## src/rtl/fifo_word_packer.sv

```systemverilog
// Byte-FIFO drain that packs entries little-endian into a word, with flush.
// Optional per-byte even parity output when WPACK_PARITY_EN is defined.
module fifo_word_packer #(
  parameter int DATA_WIDTH = 8,
  parameter int WORD_BYTES = 4,
  parameter int CNT_W      = $clog2(WORD_BYTES + 1)
) (
  input  logic                             clk,
  input  logic                             rst,
  input  logic                             fifo_empty,
  output logic                             fifo_rd_en,
  input  logic [DATA_WIDTH-1:0]            fifo_rd_data,
  input  logic                             flush,
  output logic                             out_valid,
  input  logic                             out_ready,
  output logic [DATA_WIDTH*WORD_BYTES-1:0] out_data,
  output logic [CNT_W-1:0]                 out_bytes
`ifdef WPACK_PARITY_EN
  ,
  output logic [WORD_BYTES-1:0]            out_parity
`endif
);

  localparam int WW = DATA_WIDTH * WORD_BYTES;
  localparam logic [CNT_W-1:0] FULL = CNT_W'(WORD_BYTES);

  typedef enum logic {FILL, HOLD} state_t;

  state_t           state;
  logic [CNT_W-1:0] issued;
  logic [CNT_W-1:0] landed;
  logic [CNT_W-1:0] landed_nx;
  logic             pend;
  logic             flush_q;
  logic             fl_any;
  logic             go_hold;
  logic [WW-1:0]    data_q;
  logic [WW-1:0]    data_nx;

  always_comb begin
    fifo_rd_en = rst && (state == FILL) && !fifo_empty
              && (issued < FULL) && !flush_q && !flush;
    landed_nx = landed + CNT_W'(pend);
    data_nx = data_q;
    for (int i = 0; i < WORD_BYTES; i++) begin
      if (pend && landed == CNT_W'(i))
        data_nx[i*DATA_WIDTH +: DATA_WIDTH] = fifo_rd_data;
    end
    fl_any = flush_q || flush;
    // a flush waits for any in-flight byte before closing the word
    go_hold = (state == FILL)
           && ((landed_nx == FULL)
            || (fl_any && !pend && landed != '0));
  end

`ifdef WPACK_PARITY_EN
  logic [WORD_BYTES-1:0] par_q;

  function automatic logic [WORD_BYTES-1:0] par_of(
    input logic [WW-1:0] d
  );
    logic [WORD_BYTES-1:0] p;
    for (int i = 0; i < WORD_BYTES; i++)
      p[i] = ^d[i*DATA_WIDTH +: DATA_WIDTH];
    return p;
  endfunction

  always_ff @(posedge clk or negedge rst) begin
    if (!rst) begin
      par_q <= '0;
    end else if (state == FILL) begin
      par_q <= par_of(data_nx);
    end else if (out_ready) begin
      par_q <= '0;
    end
  end

  assign out_parity = par_q;
`endif

  always_ff @(posedge clk or negedge rst) begin
    if (!rst) begin
      state     <= FILL;
      issued    <= '0;
      landed    <= '0;
      pend      <= 1'b0;
      flush_q   <= 1'b0;
      data_q    <= '0;
      out_valid <= 1'b0;
      out_bytes <= '0;
    end else begin
      unique case (state)
        FILL: begin
          pend   <= fifo_rd_en;
          landed <= landed_nx;
          data_q <= data_nx;
          if (fifo_rd_en)
            issued <= issued + CNT_W'(1);
          if (flush && pend)
            flush_q <= 1'b1;
          if (go_hold) begin
            state     <= HOLD;
            out_valid <= 1'b1;
            out_bytes <= landed_nx;
          end
        end
        HOLD: begin
          if (out_ready) begin
            state     <= FILL;
            out_valid <= 1'b0;
            out_bytes <= '0;
            issued    <= '0;
            landed    <= '0;
            flush_q   <= 1'b0;
            data_q    <= '0;
          end
        end
      endcase
    end
  end

  assign out_data = data_q;

endmodule

```

## config.mk

```make
export PLATFORM = sky130hd
export DESIGN_NAME = fifo_word_packer
export DESIGN_NICKNAME = d
export VERILOG_FILES = /design/src/rtl/fifo_word_packer.sv
export SDC_FILE = /design/constraint.sdc
export NUM_CORES = 1
export LEC_CHECK = 0
export CAP_MARGIN = 15
export CORE_UTILIZATION = 43
export DETAILED_ROUTE_END_ITERATION = 8
export PLACE_DENSITY_LB_ADDON = 0.15
export SKIP_LAST_GASP = 1
export SLEW_MARGIN = 20
export SYNTH_ARGS = -nofsm -noshare
export SYNTH_HDL_FRONTEND = slang
export SYNTH_SLANG_ARGS = --single-unit
```

## constraint.sdc

```tcl
create_clock -name clk -period 1.7 [get_ports clk]
set_input_delay 0.255 -clock clk [delete_from_list [all_inputs] [get_ports clk]]
set_output_delay 0.255 -clock clk [all_outputs]
set_load 0.03 [all_outputs]
```

Yosys cells after proc, flatten, opt, wreduce, memory -nomap -nowiden
Cells that the tools add are included.
Storage, ports and cells
  bits of input ports: 13
  word-level logic and storage cells: 75
  output and inout port bits: 37
  register bits: 45
Cells by class
  eq/ne operators: 12
  add/sub/neg operators: 2
  magnitude comparators: 1
  bitwise logic cells: 1
  mux-type cells: 20
  reductions and logical operators: 28
Operator list (count)
  32-bit one-hot mux with 2 select lines: 1
  32-bit two-way mux: 1
  8-bit two-way mux: 4
  3-bit one-hot mux with 2 select lines: 3
  2-bit AND reduction: 7
  1-bit logical AND: 13
  2-bit by 1-bit != test with 1-bit output, second input constant: 5
  3-bit two-way mux: 3
  3-bit by 2-bit == test with 1-bit output, second input constant: 2
  2-bit != test, second input constant: 3
  1-bit one-hot mux with 2 select lines: 3
  1-bit two-way mux: 5
  1-bit zero test: 4
  3-bit by 1-bit adder with 3-bit output: 1
  3-bit by 1-bit adder with 3-bit output, second input constant: 1
  3-bit by 1-bit == test with 1-bit output, second input constant: 1
  3-bit == test, second input constant: 1
  3-bit zero test: 1
  3-bit less-than comparator, second input constant: 1
  3-bit nonzero test: 1
  1-bit logical OR: 2
  1-bit NOT: 1

Logic depth before layout (Yosys ltp)
Gate-level depths: netlist (run 1).
  depth after elaboration: 8
  mapped depth: 6
  gate-level depth less buffers: 6

Worst setup path after synthesis (run 1)
No wires, ideal clock.
  kind: flip-flop to flip-flop
  start point: register pend
  end point: register out_bytes[2]
  library setup time: 0.079 ns
  buffers on the path: 0
  data arrival time: 1.609 ns
  period minus slack after synthesis: 1.689 ns
  slack: 0.011 ns
  required time: 1.621 ns
  cell stages (with the launch flop): 6
  cell sequence: dfrtp_1 > ha_1 > ha_1 > or4_4 > nand2_2 > mux2i_1
On the way
  word-level cells in the longest chain between the ends: 7
  elaborated cells between the ends (all ways): 11
  classes of those cells: add/sub: 1; eq/ne: 2; mux: 2; reduce/logical: 6
Ends and longest elaborated chain
  start: declaration: line 33  | logic pend;
  start signal: assignment: line 94  | pend <= fifo_rd_en;
  branches (longest 7 deep; another with 3-bit by 1-bit adder with 3-bit output)
  end signal: assignment: line 104  | out_bytes <= landed_nx;
  end: declaration: line 17  | output logic [CNT_W-1:0] out_bytes
Several ways; the timed one is not identified. The select of a mux whose other input is x is not followed.
A chain may end at the register's enable or synchronous reset.

Worst setup path in the final report (run 1)
Same ends and word-level chain as after synthesis.

==> impl_metrics.toml, run 1 <==
[status]
outcome = "finished, final reports clean"

[layout]
final_nets = 276
antenna-diode-count = 0
instances_no_fill = 313
final_common_cell = "nand2_1"
finish.utilization_pct = 61.8
drive_above_1_share_pct = 13.4
area.growth.synth_to_final_pct = 38.3
most-common-layout-cells = "77 x nand2_1, 47 x clkdlybuf4s50_1, 44 x dfrtp_1"

[global_routing]
grt_start_max_net_pins = 46
global_route.overflow_total = 0
grt_first_pass_wirelength_um = 7460
grtUsageTotal_pct = 19.6
via_count_of_the_first_global_routing_pass = 1507
antenna_found_initial = 0

[worst_setup_path]
crit_arrival_ps = 1900
timing.critical_path.max_delay_family = "simple AND/OR/NAND/NOR gates"
critPathCaptureType = "register"
critPathLaunch = "pend$_DFFE_PN0N_"
worstRegToRegCells = 6
path_class = "reg -> reg"
crit_path_max_fanout = 3
cp.required_ps = 1920
critical-path-max-stage-delay_ps = 450
critPathSlowestCell = "or4_4"
cp-endpoint = "out_bytes[2]$_DFFE_PN0P_"
series_of_cell_instances_along_the_critical_path = "ha_2 -> ha_4 -> xnor2_1 -> or4_4 -> nand2_4 -> mux2i_1"
worst-path-buf-inv = 0
timing.rr.end = "out_bytes[2]$_DFFE_PN0P_"
r2r-start = "pend$_DFFE_PN0N_"
worstSetupStartpointType = "register"
worst-path-stages = 6
rrSetupSlack_ps = 20

[clock_tree]
cts.path.max_buffers = 2
clock_transition_at_the_registers_of_the_reported_paths_ps = 90
number_of_clock_sinks_seen_by_cts = 45
cts_hold_buffers = 0
cts_made_buffers = 5
cts.htree.levels = 2
clock_insertion_delay_at_the_later_pin_of_the_skew_report_ps = 290
clock_tree.root_cell = "clkbuf_8"
tritoncts = "yes"

[yosys]
synthDistinctLibCells = 32
synth_seq_area_share_pct = 58.3
yosys_warnings = 0
synth_top_area_share_pct = 58.3
netlist_area_sq_um = 1930
synth-seq-cells = 45
mapped_nets = 221
yosys.area.top_type = "dfrtp_1"
per_instance_average_area_after_synthesis_sq_um = 9.43
synth.top_cells.by_area = "dfrtp_1 58%, nand2_1 15%, nand3_1 6.5%, o21ai_2 3.6%, ha_1 1.9%"
netlist_instances = 205

[power]
static_leakage_power_nw = 1.30
clockPowerShare_pct = 25.1
power_frac_seq_pct = 39.0
power.total_mw = 3.74
power_density_nw_per_um2 = 1400
power_switching_mw = 1.29
peakVddDrop_v = 0.000700
netSwitchingFraction_pct = 34.5
share_comb_of_total_power_pct = 35.9
cell_internal_pwr_mw = 2.45

[die]
chip_height_um = 69.1
start_util_pct = 44.7
placeableCoreArea_sq_um = 4320
rows = 24
floorplan.die_area_sq_um = 4770
floorplan.io_pins = 50
floorplan.die.width_um = 69.1

[sta]
finalWorstPathRequiredPeriod_ps = 1680
timing_worst_slew_pin_value_ps = 581
clock-skew-final_ps = 6.39
hold_slack_ps = 112
timing.slew.headroom_pct = 61.3
final_hold_viol_count = 0
timing.fmax_mhz = 594
timing_max_transition_violations_final = 0
postLayoutSetupSlackWorst_ps = 16.5
layout_worst_path_cycle_share_pct = 99.0
final-setup-viol-count = 0
rsz_0062_raised_after_global_routing = "yes"

[drt]
routed_wire_length_per_instance_um = 14.1
dr.first_iter.drc_count = 94
vias = 1606
detailedRoute.firstPassIterationCount = 4
drt-total-wl_um = 4400
drt-vias-per-instance = 5.13
drc_violations_left = 0
postRouteAntennaNets = 0

[place]
dp_cells = 304
detailedPlace.worstSlack_ps = -56.6
place_congestion = 0.768
port-buffer-count = 49
dp_hpwl_um = 3080

[hold_path]
hold_path_class = "in -> async"

[flow_run]
maxCapViolations = 0
[final cells by class]
| class | count | area, sq um |
|---|---|---|
| Fill cell | 386 | 1650 |
| Sequential cell | 45 | 1130 |
| Multi-Input combinational cell | 144 | 751 |
| Timing Repair Buffer | 59 | 578 |
| Clock buffer | 5 | 68.8 |
| Clock inverter | 3 | 65.1 |
| Tap cell | 52 | 65.1 |
| Inverter | 5 | 18.8 |
[cells in the mapped netlist]
library cell  instances
o21ai_1               1
ha_1                  3
nor2_1                3
inv_1                 5
or4_4                 1
buf_6                 1
clkbuf_1              4
nor2b_1               1
or2_1                 1
o21ai_2               8
o21a_1                1
and2_1                1
nand2_1              77
xnor2_1               1
mux2i_1               1
nand3b_1              1
o22ai_1               3
and4b_1               1
nor3_1                1
buf_4                 1
nand2_2               1
and3_1                1
a211o_1               1
buf_2                 4
dfrtp_1              45
clkbuf_2              1
nor3b_2               1
nand3_1              25
or4_1                 1
o21ai_0               4
a21oi_1               3
and3b_1               2
[metrics by stage]
step,TNS [ps],cell area [sq um]
2_1_floorplan,0,1930
3_3_place_gp,-26.5,2500
3_5_place_dp,-56.6,2500
4_1_cts,0,2660
5_1_grt,-47.1,2670
6_report,0,2670
[worst min-delay path by stage]
stage | start | endpoint
4_1_cts | rst | out_data[5]$_DFFE_PN0P_
6_report | rst | out_data[4]$_DFFE_PN0P_
2_1_floorplan | rst | flush_q$_DFFE_PN0P_
3_3_place_gp | rst | out_data[5]$_DFFE_PN0P_
3_5_place_dp | rst | out_data[5]$_DFFE_PN0P_
5_1_grt | rst | out_data[5]$_DFFE_PN0P_
[cells by family after synthesis]
kind of cell	synth area share (%)
and+or+nand+nor	27.3
DFF	58.3
AOI/OAI and AO/OA	7.51
buffers and inverters	4.01
adders and majority gates	1.94
xor gates and xnor gates	0.453
muxes	0.518
[power groups by stage]
stage                     logic, mW  clock network (mW)  registers (mW)
after CTS                      1.35               0.963            1.46
after global routing           1.45                1.02            1.49
after floorplan               0.419                   0            1.80
after global placement         1.31                   0            1.46
final                          1.34               0.938            1.46
after detailed placement       1.33                   0            1.47
[sequential cells by signal (all words and copies together) (netlist names)]
register,count
state,1
out_valid,1
flush_q,1
out_data,32
landed,3
pend,1
issued,3
out_bytes,3
[what timing repair did]
item / 4_1_cts / 5_1_grt
pin swaps: 3 / 1
setup buffers: 0 / 1
gates resized for setup: 5 / 2
cloned: 0 / 0
setup endpoints to repair: 2 / 2
[per-layer routing]
layer | track usage, % | up-vias | part of all wire, %
li1 | - | 783 | -
met1 | 27.3 | 777 | 47
met2 | 30.2 | 41 | 47
met3 | 5.56 | 5 | 4.2
met4 | 4.76 | 0 | 1.0
met5 | 0 | - | 0
Power figures use the tool's default switching activity.
==> run 2: changes to the inputs <==
--- a/config.mk
+++ b/config.mk
@@ -9,7 +9,6 @@
 export CORE_UTILIZATION = 43
 export DETAILED_ROUTE_END_ITERATION = 8
 export PLACE_DENSITY_LB_ADDON = 0.15
-export SKIP_LAST_GASP = 1
 export SLEW_MARGIN = 20
 export SYNTH_ARGS = -nofsm -noshare
 export SYNTH_HDL_FRONTEND = slang
==> results of run 2 <==
Same layout as run 1: the final DEF is identical, and so are final timing and power.
